File: config.mk
export PLATFORM = sky130hd
export DESIGN_NAME = instr_queue_flat
export DESIGN_NICKNAME = d
export VERILOG_FILES = /design/src/rtl/instr_queue_if.sv /design/src/rtl/instr_queue.sv /design/src/flat_wrapper.sv
export SDC_FILE = /design/constraint.sdc
export NUM_CORES = 1
export LEC_CHECK = 0
export ABC_AREA = 1
export BUFFER_PORTS_ARGS = -buffer_cell sky130_fd_sc_hd__buf_4
export CAP_MARGIN = 40
export CORE_MARGIN = 1
export CORE_UTILIZATION = 63
export CTS_CLUSTER_SIZE = 14
export DETAILED_ROUTE_END_ITERATION = 12
export GPL_ROUTABILITY_DRIVEN = 0
export PLACE_DENSITY_LB_ADDON = 0.2
export SYNTH_ARGS = -nofsm -noshare
export SYNTH_HDL_FRONTEND = slang
export SYNTH_SLANG_ARGS = --single-unit
export TNS_END_PERCENT = 30
File: constraint.sdc
create_clock -name clk -period 8.33 [get_ports clk]
set_input_delay 0.4165 -clock clk [delete_from_list [all_inputs] [get_ports clk]]
set_output_delay 0.4165 -clock clk [all_outputs]
set_load 0.02 [all_outputs]
File: src/rtl/instr_queue_if.sv
// Fetch/decode-facing signal bundle of the dual-issue instruction queue.
// The queue uses the slave view; the fetch/decode side (or a bench) uses master.
interface instr_queue_if #(
  parameter int INST_W = 32,
  parameter int CNT_W  = 4
);
  logic [INST_W-1:0] inst0_i;
  logic [INST_W-1:0] inst1_i;
  logic              inst_valid_i;
  logic              ready_o;
  logic              flush_i;
  logic [INST_W-1:0] deq0_o;
  logic              deq0_valid_o;
  logic [INST_W-1:0] deq1_o;
  logic              deq1_valid_o;
  logic [1:0]        pop_i;
  logic [CNT_W-1:0]  count_o;

  modport slave (
    input  inst0_i, inst1_i, inst_valid_i, flush_i, pop_i,
    output ready_o, deq0_o, deq0_valid_o, deq1_o, deq1_valid_o, count_o
  );

  modport master (
    output inst0_i, inst1_i, inst_valid_i, flush_i, pop_i,
    input  ready_o, deq0_o, deq0_valid_o, deq1_o, deq1_valid_o, count_o
  );
endinterface

File: src/rtl/instr_queue.sv
// Dual-issue instruction buffer: accepts a two-instruction fetch packet per cycle
// and presents the two oldest instructions to decode, which may take 0..2 per cycle.
module instr_queue #(
  parameter int DEPTH  = 8,
  parameter int INST_W = 32
) (
  input  logic          clk,
  input  logic          rst,
  instr_queue_if.slave  q
);
  localparam int PTR_W = $clog2(DEPTH);
  localparam int CNT_W = PTR_W + 1;

  logic [INST_W-1:0] mem_q [DEPTH];
  logic [PTR_W-1:0]  wr_ptr_q, wr_ptr_d;
  logic [PTR_W-1:0]  rd_ptr_q, rd_ptr_d;
  logic [CNT_W-1:0]  cnt_q, cnt_d;

  logic [PTR_W-1:0]  wr_ptr1;
  logic [PTR_W-1:0]  rd_ptr1;
  logic              ready;
  logic              push;
  logic [CNT_W-1:0]  pop_req;
  logic [CNT_W-1:0]  pe;

  assign wr_ptr1 = wr_ptr_q + PTR_W'(1);
  assign rd_ptr1 = rd_ptr_q + PTR_W'(1);

  // Free-space test looks only at registered occupancy, so decode's pop never reaches fetch.
  assign ready = (cnt_q <= CNT_W'(DEPTH - 2));
  assign push  = q.inst_valid_i && ready;

  always_comb begin
    pop_req = (q.pop_i == 2'd0) ? CNT_W'(0) :
              (q.pop_i == 2'd1) ? CNT_W'(1) : CNT_W'(2);
    pe = (pop_req > cnt_q) ? cnt_q : pop_req;
  end

  always_comb begin
    wr_ptr_d = wr_ptr_q;
    rd_ptr_d = rd_ptr_q;
    cnt_d    = cnt_q;
    if (q.flush_i) begin
      wr_ptr_d = '0;
      rd_ptr_d = '0;
      cnt_d    = '0;
    end else begin
      if (push) begin
        wr_ptr_d = wr_ptr_q + PTR_W'(2);
      end
      rd_ptr_d = rd_ptr_q + PTR_W'(pe);
      cnt_d    = cnt_q + (push ? CNT_W'(2) : CNT_W'(0)) - pe;
    end
  end

  always_ff @(posedge clk) begin
    if (!rst) begin
      wr_ptr_q <= '0;
      rd_ptr_q <= '0;
      cnt_q    <= '0;
    end else begin
      wr_ptr_q <= wr_ptr_d;
      rd_ptr_q <= rd_ptr_d;
      cnt_q    <= cnt_d;
    end
  end

  // Each entry owns its own write port so a pair may straddle the wrap point.
  generate
    for (genvar gi = 0; gi < DEPTH; gi++) begin : g_mem
      always_ff @(posedge clk) begin
        if (!rst) begin
          mem_q[gi] <= '0;
        end else if (push && !q.flush_i) begin
          if (wr_ptr_q == PTR_W'(gi)) begin
            mem_q[gi] <= q.inst0_i;
          end else if (wr_ptr1 == PTR_W'(gi)) begin
            mem_q[gi] <= q.inst1_i;
          end
        end
      end
    end
  endgenerate

  assign q.ready_o      = ready;
  assign q.deq0_o       = mem_q[rd_ptr_q];
  assign q.deq1_o       = mem_q[rd_ptr1];
  assign q.deq0_valid_o = (cnt_q != '0);
  assign q.deq1_valid_o = (cnt_q >= CNT_W'(2));
  assign q.count_o      = cnt_q;
endmodule

File: src/flat_wrapper.sv
// flat-port wrapper written by rule: the top's interface ports become plain ports
module instr_queue_flat 
#(
  parameter int DEPTH  = 8,
  parameter int INST_W = 32
)
  (clk, rst, q_inst0_i, q_inst1_i, q_inst_valid_i, q_flush_i, q_pop_i, q_ready_o, q_deq0_o, q_deq0_valid_o, q_deq1_o, q_deq1_valid_o, q_count_o);
  instr_queue_if #(.INST_W(INST_W), .CNT_W(4)) q_i ();
  input  logic clk;
  input  logic rst;
  input wire logic [$bits(q_i.inst0_i)-1:0] q_inst0_i;
  input wire logic [$bits(q_i.inst1_i)-1:0] q_inst1_i;
  input wire logic [$bits(q_i.inst_valid_i)-1:0] q_inst_valid_i;
  input wire logic [$bits(q_i.flush_i)-1:0] q_flush_i;
  input wire logic [$bits(q_i.pop_i)-1:0] q_pop_i;
  output wire logic [$bits(q_i.ready_o)-1:0] q_ready_o;
  output wire logic [$bits(q_i.deq0_o)-1:0] q_deq0_o;
  output wire logic [$bits(q_i.deq0_valid_o)-1:0] q_deq0_valid_o;
  output wire logic [$bits(q_i.deq1_o)-1:0] q_deq1_o;
  output wire logic [$bits(q_i.deq1_valid_o)-1:0] q_deq1_valid_o;
  output wire logic [$bits(q_i.count_o)-1:0] q_count_o;
  assign q_i.inst0_i = q_inst0_i;
  assign q_i.inst1_i = q_inst1_i;
  assign q_i.inst_valid_i = q_inst_valid_i;
  assign q_i.flush_i = q_flush_i;
  assign q_i.pop_i = q_pop_i;
  assign q_ready_o = q_i.ready_o;
  assign q_deq0_o = q_i.deq0_o;
  assign q_deq0_valid_o = q_i.deq0_valid_o;
  assign q_deq1_o = q_i.deq1_o;
  assign q_deq1_valid_o = q_i.deq1_valid_o;
  assign q_count_o = q_i.count_o;
  instr_queue #(.DEPTH(DEPTH), .INST_W(INST_W)) u_core (.clk(clk), .rst(rst), .q(q_i));
endmodule
* Word-level counts from Yosys, hierarchy flattened
Memory sizes are Yosys's and may differ from the RTL's. A register that Yosys moved wholly into a read port is not among the register bits.
Index checks and enable logic that the tools add are counted.
** Cells by class
- Bitwise gates (word level) :: 17
- Eq/ne operators :: 15
- Reduce and logical (&&, ||, !) cells :: 8
- Order comparisons :: 3
- Muxes and demuxes :: 94
- Add/subtract/negate cells :: 6
** Operators with widths (number)
- 2-to-1 mux 32 bit :: 16
- 2-to-1 mux 1 bit :: 73
- == test 3 bit, second input constant :: 8
- OR 1 bit :: 16
- == test 3 x 2 -> 1 bit, second input constant :: 4
- 2-to-1 mux 4 bit :: 2
- adder 3 x 1 -> 3 bit, second input constant :: 2
- == test 3 x 1 -> 1 bit, second input constant :: 2
- logical NOT 3 bit :: 2
- adder 4 bit :: 1
- >= comparator 4 x 2 -> 1 bit, second input constant :: 1
- greater-than comparator 4 bit :: 1
- less-or-equal comparator 4 x 3 -> 1 bit, second input constant :: 1
- 2-to-1 mux 2 bit :: 2
- nonzero test 4 bit :: 1
- subtractor 4 bit :: 1
- adder 3 x 2 -> 3 bit, second input constant :: 1
- adder 3 bit :: 1
- 2-to-1 mux 3 bit :: 1
- == test 2 x 1 -> 1 bit, second input constant :: 1
- logical AND 1 bit :: 2
- logical NOT 2 bit :: 1
- OR reduction 2 bit :: 1
- logical NOT 1 bit :: 1
- NOT 1 bit :: 1
** Word-level totals
- Input port bits :: 70
- Bits in registers :: 10
- Output and inout port bits :: 71
- Memories kept :: 1
- RAM bits :: 256
** Memory list
- u_core.mem_q :: depth 8, width 32, read ports 2, clocked after Yosys merged registers in 1, wr ports 8, line instr_queue.sv:14 : logic [INST_W-1:0] mem_q [DEPTH];

* Logic depth before layout (Yosys ltp)
- Word-level depth :: 8
- Depth in mapped cells :: 18
- Gate-level depth less buffers :: 18

* Worst setup path before layout
OpenSTA, ideal clock, no wires.
- Path type :: register to register
- Start point :: reg u_core.cnt_q[3], in the netlist u_core.q.count_o[3]
- End point :: mem u_core.mem_q[0][0], enable pin
- Arrival :: 2.834 ns
- Setup slack :: 5.073 ns
- Buffers on the path :: 2
- Clock period less this slack :: 3.257 ns
- Required time :: 7.906 ns
- Stages on the path, launching flop included :: 10
- Cells stage by stage :: dfxtp_1 inv_1 ha_1 nand2_1 nand2_1 nand2_4 nand4_1 buf_4 buf_6 nand2_1
** RTL lines
- start: declaration :: line instr_queue.sv:17 : logic [CNT_W-1:0] cnt_q, cnt_d;
- start signal: assignment :: line instr_queue.sv:64 : cnt_q <= cnt_d;
- end: declaration :: line instr_queue.sv:14

==> flow_summary_export.csv <==
group,metric,value,unit
power_and_ir_drop,combPwrFrac,34.1,%
detailed_routing,drt-total-wl,40200,microns
global_route,track_usage,30.6,%
layout,area_growth_syn_to_layout,11.2,%
timing,fin_crit,4.20,ns
placement,dpl.hpwl,24300,microns
clock_network,cts_hold_buf,0,
clock_network,cts.sinks,265,
clock_network,cts_tree,"built",
clock_network,clock_latency,0.54,ns
yosys,syn_area_per_cell,9.02,sq um
clock_network,cts_buffers,28,
yosys,synth.top_cell.area_share,46.8,%
clock_network,cts_resized,0,
setup_path,criticalPathCategory,"reg2out",
global_route,grt_util_met1,40.2,%
yosys,syn-num-nets,1906,
global_route,grtUsageMet3,2.69,%
timing,fin_skew,0.00815,ns
placement,pre_cts_slack,4.76,ns
power_and_ir_drop,power_leakage,7.34,nW
power_and_ir_drop,total_power,4.28,mW
timing,rsz0062_at_grt,"false",
timing,worst_pin_slew,0.919,ns
setup_path,crit_path_end_kind,"output port",
run,cap_violations,0,
setup_path,critPathSlowestCell,"dfxtp_4",
setup_path,crit_top_cell,"buf_4",
yosys,yosys-top-cells-area,"edfxtp_1, nor3_2, nand2_1, inv_1, o21ai_0",
clock_network,cts-root-buf,"clkbuf_16",
layout,fin_nets,1956,
power_and_ir_drop,powerDensity,235,nW/um^2
yosys,async_flop_share,0,%
setup_path,crit_required,7.91,ns
global_route,overflow,0,
global_route,grt_max_degree,120,
yosys,ys_seq_area_share,47.9,%
yosys,synth_edf_count,256,
power_and_ir_drop,p_sw,1.51,mW
detailed_routing,drt-initial-drc-count,1417,
die,core_area,25400,sq um
clock_network,cts_max_path_buffers,3,
yosys,synth_area,16400,sq um
timing,period_share,50.4,%
power_and_ir_drop,intPower,2.77,mW
status,outcome,"completed",
yosys,synth_top_area_cell,"edfxtp_1",
yosys,syn_inst,1820,
setup_path,cp_num_buf_inv,4,
die,die_w,163,microns
die,start_util,64.7,%
yosys,synth-seq-cells,265,
detailed_routing,vias_per_cell,5.96,
layout,n_fill_cell,1926,
power_and_ir_drop,swShare,35.2,%
power_and_ir_drop,seq_power_share,38.0,%
yosys,synth.distinct_cells,32,
die,die-area,26700,sq um
yosys,synth_ff_type,"edfxtp_1",
timing,setup_viol,0,
timing,tns,0,ns
setup_path,cp.arrival,3.78,ns
layout,layout_common_cells,"nand2_1, edfxtp_1, inv_1",
timing,hold_viol,0,
global_route,grt_pass1_vias,12660,
timing,slew-limit-headroom,38.7,%
global_route,met2_usage,53.0,%
setup_path,critPathTopFamily,"buffers and inverters",
power_and_ir_drop,vdd_drop_max,0.215,mV
yosys,ys_warn_count,0,
die,io_pins,141,
die,die_h,163,microns
timing,setup_ws,4.13,ns
clock_network,ctsHtreeMaxLevel,1,
worst_hold_path,worstHoldPathType,"in2reg",
die,rows,58,
clock_network,post_cts_buffers,0,
layout,drive_gt1_share,23.4,%
timing,drv_slew,0,
setup_path,cp_cell_sequence,"buf_4 -> buf_4 -> buf_16 -> o21ai_0 -> o22ai_1 -> nand2_1 -> nand2_1 -> buf_4",
layout,diodes,0,
detailed_routing,firstDrtPassIters,7,
detailed_routing,ant_nets,0,
setup_path,critPathMaxStageDelay,0.91,ns
global_route,antenna_found_initial,0,
clock_network,path_clk_slew,0.06,ns
detailed_routing,drc,0,
detailed_routing,post_drt_wl_per_cell,18.1,microns
setup_path,start_kind,"flop",
placement,io_buffer_count,140,
setup_path,critPathMaxFanout,97,
power_and_ir_drop,clockPowerShare,28.0,%
timing,fmax,238,MHz
layout,final_common_cell,"nand2_1",
global_route,busiest_layer,"met2",
global_route,grt_pass1_wl,64100,microns
detailed_routing,via_count,13252,
-- metrics by stage --
step | hold slack (ns) | utilization [%] | area, sq um | instances
detailed placement | 0.515 | 68.5 | 17400 | 2170
global route | 0.207 | 71.9 | 18300 | 2222
floorplan | 0.473 | - | 16400 | 1820
CTS | 0.191 | 71.9 | 18300 | 2222
global placement | 0.491 | 67.6 | 17200 | 2161
finish | 0.203 | 71.9 | 18300 | 2222
-- flip-flops by register name (all words and copies together), names as in the netlist --
register / count
u_core.q.count_o: 4
u_core.rd_ptr_q: 3
u_core.wr_ptr_q: 2
u_core.mem_q: 256
-- metal layers --
| layer | part of all wire (%) | vias to the layer above |
|---|---|---|
| met3 | 8.4 | 83 |
| li1 | - | 6266 |
| met1 | 39 | 6269 |
| met2 | 50 | 634 |
| met4 | 2.2 | 0 |
| met5 | 0 | - |
-- final timing paths --
| path | start | end | slack (ns) | depth (start not counted) |
|---|---|---|---|---|
| hold reg to reg | u_core.wr_ptr_q[2] | u_core.wr_ptr_q[2] | 0.52 | 2 |
| hold / removal | q_inst_valid_i | u_core.wr_ptr_q[2] | 0.20 | 3 |
| setup / recovery | u_core.rd_ptr_q[0] | q_deq0_o[21] | 4.13 | 8 |
| setup reg to reg | u_core.rd_ptr_q[0] | u_core.rd_ptr_q[2] | 5.08 | 8 |
-- area by class of cell --
type / instances / area [sq um] / area share, %
multi-input combinational: 1152 / 6700 / 36.7
sequential: 265 / 7870 / 43.1
timing repair buffer: 172 / 1450 / 7.95
inverter: 251 / 955 / 5.23
clock inverter: 15 / 115 / 0.630
clock buffer: 37 / 756 / 4.14
tap: 330 / 413 / 2.26
-- worst register-to-register path: stages (launching register included) --
cell and delay [ns]:
dfxtp_4 0.91, buf_4 0.87, ha_1 0.33, inv_1 0.06, fa_1 0.41, or2_2 0.30
nand2_1 0.08, nand3_1 0.08, a21oi_1 0.13
-- power by group through the flow --
stage               clock, mW  sequential, mW  combinational, mW
finish                   1.20            1.63               1.46
global route             1.27            1.64               1.59
CTS                      1.20            1.62               1.46
detailed placement          0            1.65               1.45
global placement            0            1.66               1.37
floorplan                   0            1.64              0.974
-- synth_stat cells, drive strengths merged, types with 13 or more instances --
cell / count
a21oi: 71
buf: 102
clkbuf: 50
edfxtp: 256
ha: 13
inv: 249
nand2: 342
nor2: 102
nor3: 256
o211ai: 65
o21ai: 257
o22ai: 31
-- logic make-up (layout without fill, tap and decap cells) --
group                      after synthesis  in the layout  share of synthesized area, %
xor gates and xnor gates                 2              2                         0.221
DFF                                    265            265                          47.9
and+or+nand+nor                        710            710                          24.3
AOI/OAI and AO/OA                      424            424                          14.7
adders and majority gates               16             16                          1.36
buffers and inverters                  403            475                          11.5
Power figures use the tool's default switching activity.
